<file path="config.mk">
export PLATFORM = sky130hd
export DESIGN_NAME = flex_timer_down
export DESIGN_NICKNAME = d
export VERILOG_FILES = /design/src/rtl/flex_timer_down_pkg.sv /design/src/rtl/flex_timer_down_dec.sv /design/src/rtl/flex_timer_down.sv
export SDC_FILE = /design/constraint.sdc
export NUM_CORES = 1
export LEC_CHECK = 0
export ABC_AREA = 1
export ABC_CLOCK_PERIOD_IN_PS = 1100
export CAP_MARGIN = 20
export CORE_AREA = 2 2 40 42
export DETAILED_ROUTE_END_ITERATION = 10
export DIE_AREA = 0 0 42 44
export MAX_ROUTING_LAYER = met4
export PLACE_DENSITY = 0.68
export SETUP_SLACK_MARGIN = 0.05
export SLEW_MARGIN = 30
export SYNTH_ARGS = -nofsm -noshare
export SYNTH_HDL_FRONTEND = slang
export SYNTH_SLANG_ARGS = --single-unit
</file>
<file path="constraint.sdc">
create_clock -name clk -period 1.1 [get_ports clk]
set_input_delay 0.22 -clock clk [delete_from_list [all_inputs] [get_ports clk]]
set_output_delay 0.22 -clock clk [all_outputs]
set_load 0.05 [all_outputs]
</file>
<file path="src/rtl/flex_timer_down_pkg.sv">
// Shared types for the down-counting interval timer.
package flex_timer_down_pkg;

    typedef enum logic [1:0] {
        ST_IDLE    = 2'b00,
        ST_RUN     = 2'b01,
        ST_EXPIRED = 2'b10
    } timer_state_e;

endpackage

</file>
<file path="src/rtl/flex_timer_down_dec.sv">
// Combinational decrementer: ripple-borrow count-1 plus an "equals one" flag.
module flex_timer_down_dec #(
    parameter int NUM_CNT_BITS = 4
) (
    input  logic [NUM_CNT_BITS-1:0] count,
    output logic [NUM_CNT_BITS-1:0] count_dec,
    output logic                    is_one
);

    logic [NUM_CNT_BITS:0] borrow;

    assign borrow[0] = 1'b1;

    // A bit flips while a borrow reaches it; the borrow continues only past zeros.
    for (genvar gi = 0; gi < NUM_CNT_BITS; gi++) begin : g_borrow
        assign count_dec[gi]  = count[gi] ^ borrow[gi];
        assign borrow[gi + 1] = borrow[gi] & ~count[gi];
    end

    assign is_one = (count == NUM_CNT_BITS'(1));

endmodule

</file>
<file path="src/rtl/flex_timer_down.sv">
// Programmable down-counting interval timer with one-shot and periodic modes.
module flex_timer_down
    import flex_timer_down_pkg::*;
#(
    parameter int NUM_CNT_BITS = 4
) (
    input  logic                    clk,
    input  logic                    n_rst,
    input  logic                    clear,
    input  logic                    start,
    input  logic                    count_enable,
    input  logic                    auto_reload,
    input  logic [NUM_CNT_BITS-1:0] reload_val,
    output logic [NUM_CNT_BITS-1:0] count_out,
    output logic                    expire_flag,
    output logic                    busy,
    output logic                    done
);

    timer_state_e            state_reg, state_next;
    logic [NUM_CNT_BITS-1:0] count_reg, count_next;
    logic                    expire_reg, expire_next;
    logic [NUM_CNT_BITS-1:0] count_dec;
    logic                    count_is_one;

    flex_timer_down_dec #(
        .NUM_CNT_BITS (NUM_CNT_BITS)
    ) u_dec (
        .count     (count_reg),
        .count_dec (count_dec),
        .is_one    (count_is_one)
    );

    always_comb begin
        state_next  = state_reg;
        count_next  = count_reg;
        expire_next = 1'b0;

        if (clear) begin
            state_next = ST_IDLE;
            count_next = '0;
        end else if (start) begin
            state_next = ST_RUN;
            count_next = reload_val;
        end else begin
            case (state_reg)
                ST_RUN: begin
                    if (count_enable) begin
                        if (count_is_one) begin
                            expire_next = 1'b1;
                            if (auto_reload) begin
                                count_next = reload_val;
                            end else begin
                                count_next = '0;
                                state_next = ST_EXPIRED;
                            end
                        end else begin
                            // Loading 0 wraps to all-ones here, giving the 2^N period.
                            count_next = count_dec;
                        end
                    end
                end
                ST_IDLE, ST_EXPIRED: begin
                    state_next = state_reg;
                end
                default: begin
                    state_next = ST_IDLE;
                end
            endcase
        end
    end

    always_ff @(posedge clk or negedge n_rst) begin
        if (!n_rst) begin
            state_reg  <= ST_IDLE;
            count_reg  <= '0;
            expire_reg <= 1'b0;
        end else begin
            state_reg  <= state_next;
            count_reg  <= count_next;
            expire_reg <= expire_next;
        end
    end

    assign count_out   = count_reg;
    assign expire_flag = expire_reg;
    assign busy        = (state_reg == ST_RUN);
    assign done        = (state_reg == ST_EXPIRED);

endmodule
</file>
Yosys cells after proc, flatten, opt, wreduce, memory -nomap -nowiden
Index checks and enable logic that the tools add are counted.
{"block": "op_classes", "eq_ne": 7, "muxes": 17, "bitwise_logic": 8, "reduce_logical": 6}
{"cell": "$mux W4", "n": 6}
{"cell": "$mux W2", "n": 5}
{"cell": "$ne A4 B4 Y1 const B", "n": 2}
{"cell": "$reduce_bool A3 Y1", "n": 2}
{"cell": "$mux W1", "n": 5}
{"cell": "$eq A4 B1 Y1 const B", "n": 1}
{"cell": "$ne A4 B3 Y1 const B", "n": 1}
{"cell": "$pmux W2 S2", "n": 1}
{"cell": "$reduce_and A4 Y1", "n": 1}
{"cell": "$ne A3 B3 Y1 const B", "n": 1}
{"cell": "$not A1 Y1", "n": 3}
{"cell": "$xor A1 B1 Y1", "n": 3}
{"cell": "$and A1 B1 Y1", "n": 2}
{"cell": "$eq A2 B1 Y1 const B", "n": 1}
{"cell": "$eq A2 B2 Y1 const B", "n": 1}
{"cell": "$logic_not A2 Y1", "n": 1}
{"cell": "$reduce_and A2 Y1", "n": 1}
{"cell": "$reduce_or A2 Y1", "n": 1}
{"block": "totals", "regBits": 7, "input_bits": 10, "out_inout_bits": 7, "elab_cells": 41}

Longest topological paths before layout
Gate-level depths: netlist of the first run.
{"block": "logic_depth", "ltp_word": 9, "ltp_mapped": 8, "depth_no_buf": 8}

Hierarchy
A second synthesis of the first run with hierarchy kept.
{"block": "unflattened", "cells_unflattened": 77, "hier_area_um2": 515.5}
{"mod": "flex_timer_down", "n_inst": 1, "cells_per_inst": 62, "area_per_inst_um2": 427.9, "seq_area_each_um2": 175.2}
{"mod": "flex_timer_down_dec", "n_inst": 1, "cells_per_inst": 15, "area_per_inst_um2": 87.6, "seq_area_each_um2": 0.0}

Least setup slack after synthesis of the first run
No wires, ideal clock.
{"block": "synth_path", "path_type": "register -> register", "startpoint": "reg count_reg[0] (netlist: count_out[0])", "endpoint": "reg count_reg[3] (netlist: count_out[3])", "setup_time_ps": 78, "arrival_ps": 1457, "required_time_ps": 1022, "path_slack_ps": -434, "stages_incl_launch_ff": 9, "n_path_buf": 0, "period_less_slack_ps": 1534, "cell_sequence": "dfrtp_1 inv_1 ha_1 ha_1 nand2_1 nand2_1 inv_1 nand3_1 a21oi_1"}
{"block": "synth_between", "elab_chain_cells": 9, "elab_cells_between_ends": 10, "cone_classes": "eq/ne: 1; mux: 5; bitwise: 4"}
{"element": "start, declared", "line_no": "flex_timer_down.sv:21", "text": "logic [NUM_CNT_BITS-1:0] count_reg, count_next;"}
{"element": "start signal, assigned", "line_no": "flex_timer_down.sv:80", "text": "count_reg <= count_next;"}
{"element": "$not A1 Y1", "line_no": "flex_timer_down_dec.sv:17", "text": "assign borrow[gi + 1] = borrow[gi] & ~count[gi];"}
{"element": "$and A1 B1 Y1 (2 in a row)", "line_no": "flex_timer_down_dec.sv:17"}
{"element": "$xor A1 B1 Y1", "line_no": "flex_timer_down_dec.sv:16", "text": "assign count_dec[gi] = count[gi] ^ borrow[gi];"}
{"element": "$mux W4 (*)", "line_no": "flex_timer_down.sv:49", "text": "if (count_is_one) begin"}
{"element": "$mux W4 (*)", "line_no": "flex_timer_down.sv:48", "text": "if (count_enable) begin"}
{"element": "$mux W4 (*)", "line_no": "flex_timer_down.sv:46", "text": "case (state_reg)"}
{"element": "$mux W4 (*)", "line_no": "flex_timer_down.sv:42", "text": "end else if (start) begin"}
{"element": "$mux W4 (*)", "line_no": "flex_timer_down.sv:39", "text": "if (clear) begin"}
Mark *: on every way between the ends. The rest lies on a longest branch, timed or not. The select of a mux whose other input is x is not followed.
A chain may end at the register's enable or synchronous reset.

Worst setup path after layout of the first run
Same ends and word-level chain as after synthesis.

==> impl_metrics.ini, run 1 <==
[layout]
stdcell_area_um2 = 1050
syn2layout_area_growth_pct = 105
post_route_cells_drive_above_1_share = 0.555
largest_reg_flops = 4
final_core_util = 0.739
fin_nets = 124
fillers = 106
n_antenna_cell = 0

[detailed_routing]
wire_per_inst_um = 12.3
drt_iter0_drc = 13
vias_per_cell = 4.80
first_pass_iters = 4
drt-total-wl_mm = 1.55
drc_errors = 0
vias = 605
ant_nets = 0

[global_route]
grt_max_degree = 8
first_global_vias = 569
grt_pass1_wl_mm = 2.51
grtUsageTotal = 0.192
gr-total-overflow = 0
antenna_found_initial = 0

[setup_path]
crit_top_cell = ha_4
path_class = flop to flop
crit_chain = inv_2, ha_4, ha_4, nand2_2, nand2_1, inv_1, nand3_2, a21oi_2
worstPathArrival_ns = 1.38
cp_slowest_stage_delay_ns = 0.39
slowest_stage = dfrtp_2
cp.required_ns = 1.28
crit_end = count_out[3]
path_depth = 8
r2r_cells = 8
reg2reg_to = count_out[3]
end_kind = flop
crit_buf_inv = 2
r2r_start = count_out[0]
reg2reg_setup_slack_ns = -0.1
crit_path_start = count_out[0]
cp-start-kind = flop
worstPathMaxFanout = 3
cp_top_family = flip-flops

[floorplan]
die-height_um = 44
dieWidth_um = 42
start_util = 0.360
dieArea_um2 = 1850
io_pins = 17
fp.coreArea_um2 = 1420
num_rows = 14

[cts]
cts-root-buf = clkbuf_4
cts.hold.buffers_added = 0
clockBufferDepth = 2
cts_buffers = 3
cts.reportedPaths.clkPinSlew_ns = 0.05
clk_latency_ns = 0.25
cts_tree = yes
clock-sinks = 7
htreeDepth = 1

[logic_synthesis]
yosysWarningCount = 0
synth_seq_area_share = 0.343
synth_top_cells_by_count = nand2_1 (16), nor2_1 (15), inv_1 (12), nand3_1 (10), dfrtp_1 (7)
synthesis.instances = 76
synth.most_common_cell = nand2_1
yosys.area.top_type_share = 0.343
synthArstFlopShare = 1.00
ys_top_cells_by_area = dfrtp_1 (34%), nand2_1 (12%), nor2_1 (11%), nand3_1 (9.8%), inv_1 (8.8%)
synth_ff_type = dfrtp_1
syn_area_per_cell_um2 = 6.72
synth_edf_count = 0
syn-cell-area_um2 = 510
synth_top_area_cell = dfrtp_1
ys_types = 13
synth.ff_latch_count = 7
syn_nets = 89

[outcome]
outcome = finished with violations
violations = setup timing

[flow_run]
cap_violations = 0

[sta]
final-setup-viol-count = 10
hold_viol_final = 0
whs_ns = 0.225
slew_headroom = 0.790
grt_setup_unrepaired = true
max_freq_ghz = 0.835
worst_clock_skew_ns = 0.000542
layout_setup_ws_ns = -0.0981
finalCriticalPeriod_ns = 1.20
post-route-period-util = 1.09
maxSlewViolCount = 0
worst_pin_slew_ns = 0.314

[power]
ir_drop_mv = 0.614
leakagePower_nw = 0.491
p_per_area_nw_per_um2 = 1250

[place]
routabilityCongestion = 0.881
hpwlAfterDp_mm = 1.04
dpl_cell_area_um2 = 860
portBuffers = 16

[hold_path]
min_path_type = input pin to async pin
[where the power goes]
part           leakage (nW)  switching [W]  internal, W
clock                0.0150      0.0000959     0.000138
combinational         0.391       0.000377     0.000367
sequential           0.0851      0.0000436     0.000291
[routing by layer]
metal / GRT usage / part of all wire / up-vias
li1: - / - / 306
met1: 0.247 / 0.44 / 277
met2: 0.306 / 0.51 / 18
met3: 0.0125 / 0.032 / 4
met4: 0.0968 / 0.017 / 0
met5: - / 0 / -
[per-stage QoR]
| step | power (W) | setup WS [ns] | TNS (ns) | std cells |
|---|---|---|---|---|
| finish | 0.00131 | -0.0981 | -0.721 | 126 |
| global route | 0.00139 | -0.163 | -1.16 | 126 |
| CTS | 0.00124 | -0.103 | -0.674 | 126 |
| detailed placement | 0.000912 | -0.265 | -1.54 | 117 |
| global placement | 0.000912 | -0.224 | -1.34 | 117 |
| floorplan | 0.000628 | -0.213 | -1.08 | 76 |
[worst reg2reg max path, delay by kind of cell (launching register included)]
family	cells	cell delay, ns
AND/OR/NAND/NOR	3	0.18
AO/OA/AOI/OAI	1	0.12
adder cells (fa/ha/maj)	2	0.31
buffers and inverters	2	0.12
flip-flops	1	0.39
[how the worst min path moves through the flow]
stage	start	end	slack [ns]	depth (start not counted)
floorplan	n_rst	count_out[0]	-0.08	0
global placement	n_rst	state_reg[0]	0.50	1
detailed placement	n_rst	state_reg[1]	0.50	1
CTS	n_rst	state_reg[1]	0.23	1
global route	n_rst	state_reg[1]	0.24	1
finish	n_rst	state_reg[1]	0.23	1
[cell families (layout without fill, tap and decap cells)]
logic type               after synthesis  count (layout)  synth area share
AO/OA/AOI/OAI                          5               5            0.0490
flip-flops                             7               7             0.343
buffers and inverters                 13              47            0.0956
AND/OR/NAND/NOR                       48              48             0.439
adder cells (fa/ha/maj)                3               3            0.0735
[area by class of cell]
type,instances,area (um^2),share of cell area
Multi-Input combinational cell,56,412,0.393
Timing Repair Buffer,30,359,0.342
Sequential cell,7,180,0.172
Inverter,13,51.3,0.0489
Clock buffer,4,26.3,0.0251
Tap cell,16,20.0,0.0191
[repair_timing]
action,4_1_cts,5_1_grt
pin swaps,2,11
hold endpoints to repair,0,0
gates resized for setup,15,20
endpoints found under the setup margin,13,13
setup buffers,5,0
[layout by cell type (no fill, tap or decap)]
master / count
dfrtp_2: 4
buf_6: 5
nand2_4: 2
nor3_2: 1
nand2_2: 8
nor2_4: 3
nand3_2: 5
buf_4: 9
nor2_1: 13
o21ai_1: 1
buf_12: 7
inv_2: 4
nor2_2: 1
nand3_1: 4
ha_4: 3
nand2_1: 10
nand3_4: 1
clkbuf_1: 1
inv_1: 8
clkdlybuf4s50_1: 7
dlymetal6s2s_1: 2
a21oi_2: 4
dfrtp_1: 3
clkbuf_4: 3
inv_4: 1
(Power assumes the default switching activity.)
==> run 2, diff against run 1 <==
--- a/config.mk
+++ b/config.mk
@@ -13,6 +13,7 @@
 export DIE_AREA = 0 0 42 44
 export MAX_ROUTING_LAYER = met4
 export PLACE_DENSITY = 0.68
+export REMOVE_ABC_BUFFERS = 1
 export SETUP_SLACK_MARGIN = 0.05
 export SLEW_MARGIN = 30
 export SYNTH_ARGS = -nofsm -noshare
==> impl_metrics.ini, run 2 (synthesis gave the netlist of run 1 again) <==
[outcome]
outcome = finished with violations
violations = setup timing

[setup_path]
cp-start-kind = flop
worstPathArrival_ns = 1.01
end_kind = primary output
path_class = flop to primary output
worstPathMaxFanout = 3
cp.required_ns = 0.88

[flow_run]
cap_violations = 0

[floorplan]
die-height_um = 44
fp.coreArea_um2 = 1420
dieArea_um2 = 1850
num_rows = 14
io_pins = 17
start_util = 0.360
dieWidth_um = 42

[cts]
cts.reportedPaths.clkPinSlew_ns = 0.06
cts_tree = yes
clock-sinks = 7
cts.hold.buffers_added = 0
htreeDepth = 1
cts_buffers = 3
clockBufferDepth = 2
cts-root-buf = clkbuf_4
clk_latency_ns = 0.26

[global_route]
antenna_found_initial = 0
grtUsageTotal = 0.207
first_global_vias = 627
gr-total-overflow = 0
grt_pass1_wl_mm = 2.66
grt_max_degree = 8

[sta]
worst_clock_skew_ns = 0.00316
final-setup-viol-count = 12
post-route-period-util = 1.12
layout_setup_ws_ns = -0.130
grt_setup_unrepaired = true
slew_headroom = 0.773
hold_viol_final = 0
worst_pin_slew_ns = 0.339
finalCriticalPeriod_ns = 1.23
max_freq_ghz = 0.813
maxSlewViolCount = 0

[hold_path]
min_path_type = input pin to async pin

[detailed_routing]
first_pass_iters = 4
drc_errors = 0
vias = 614
drt_iter0_drc = 8
wire_per_inst_um = 13.1
ant_nets = 0
vias_per_cell = 4.69
drt-total-wl_mm = 1.71

[layout]
n_antenna_cell = 0
syn2layout_area_growth_pct = 110
largest_reg_flops = 4
post_route_cells_drive_above_1_share = 0.522
final_cell_mix = nand2_1 (12), nor2_1 (12), buf_4 (11)
fillers = 100
fin_nets = 129
stdcell_area_um2 = 1070

[power]
p_per_area_nw_per_um2 = 1300
power.total_w = 0.00139
ir_drop_mv = 0.708
leakagePower_nw = 0.509

[place]
portBuffers = 16
routabilityCongestion = 0.863
pre_cts_slack_ns = -0.274
hpwlAfterDp_mm = 1.04
dpl_cell_area_um2 = 836
[run 2: changes by cell type in the layout (fill, tap and decap cells not counted), sizes merged]
cell / before / now
dlymetal6s2s: 2 / 0
dlygate4sd2: 0 / 2
buf: 21 / 26
[run 2: repair_timing]
item / in CTS / in global routing
buffers inserted: 8 / 1
resized for setup: 27 / 14
endpoints found under the setup margin: 13 / 14
pin swaps: 11 / 9
[run 2: final cells by class]
cell class / instances / area, um^2 / area share
flip-flops and latches: 7 / 175 / 0.163
well taps: 16 / 20.0 / 0.0186
inverters: 13 / 48.8 / 0.0455
multi-input cells: 56 / 403 / 0.375
clock buffers: 4 / 26.3 / 0.0245
repair buffers: 35 / 400 / 0.373
[run 2: per-stage QoR]
stage	hold WS (ns)	setup TNS [ns]	utilization	instances
2_1_floorplan	-0.0756	-2.33	-	76
3_3_place_gp	0.510	-1.47	0.589	118
4_1_cts	0.244	-0.564	0.712	130
3_5_place_dp	0.508	-1.72	0.589	118
5_1_grt	0.253	-1.41	0.757	131
6_report	0.228	-0.835	0.757	131
[run 2: worst paths after layout]
path	from	end	slack [ns]	depth (start not counted)
max in group asynchronous	n_rst	count_out[1]	0.62	1
max reg2reg	count_out[2]	count_out[2]	-0.11	6
min reg2reg	state_reg[0]	state_reg[1]	0.62	3
min	n_rst	state_reg[1]	0.23	1
min in group clk	start	count_out[3]	0.55	6
max	state_reg[1]	busy	-0.13	4
[run 2: metal layers]
layer / up-vias / track usage / wire length [um]
met1: 283 / 0.231 / 766
li1: 315 / - / -
met2: 12 / 0.350 / 889
met4: 0 / 0.110 / 19
met5: - / - / 0
met3: 4 / 0.0417 / 35
[run 2: worst max-delay path: stages, from the launching register on]
cell and delay [ns]:
dfrtp_1 0.37, inv_2 0.09, nand2_2 0.07, inv_2 0.09, buf_12 0.14
[run 2: power by group]
group	internal, W	switching (W)
clock	0.000139	0.000108
combinational	0.000422	0.000411
sequential	0.000286	0.0000281
==> run 3, diff against run 2 <==
--- a/config.mk
+++ b/config.mk
@@ -13,7 +13,6 @@
 export DIE_AREA = 0 0 42 44
 export MAX_ROUTING_LAYER = met4
 export PLACE_DENSITY = 0.68
-export REMOVE_ABC_BUFFERS = 1
 export SETUP_SLACK_MARGIN = 0.05
 export SLEW_MARGIN = 30
 export SYNTH_ARGS = -nofsm -noshare
==> results of run 3 <==
No change in the layout: final DEF, timing and power equal those of run 1.
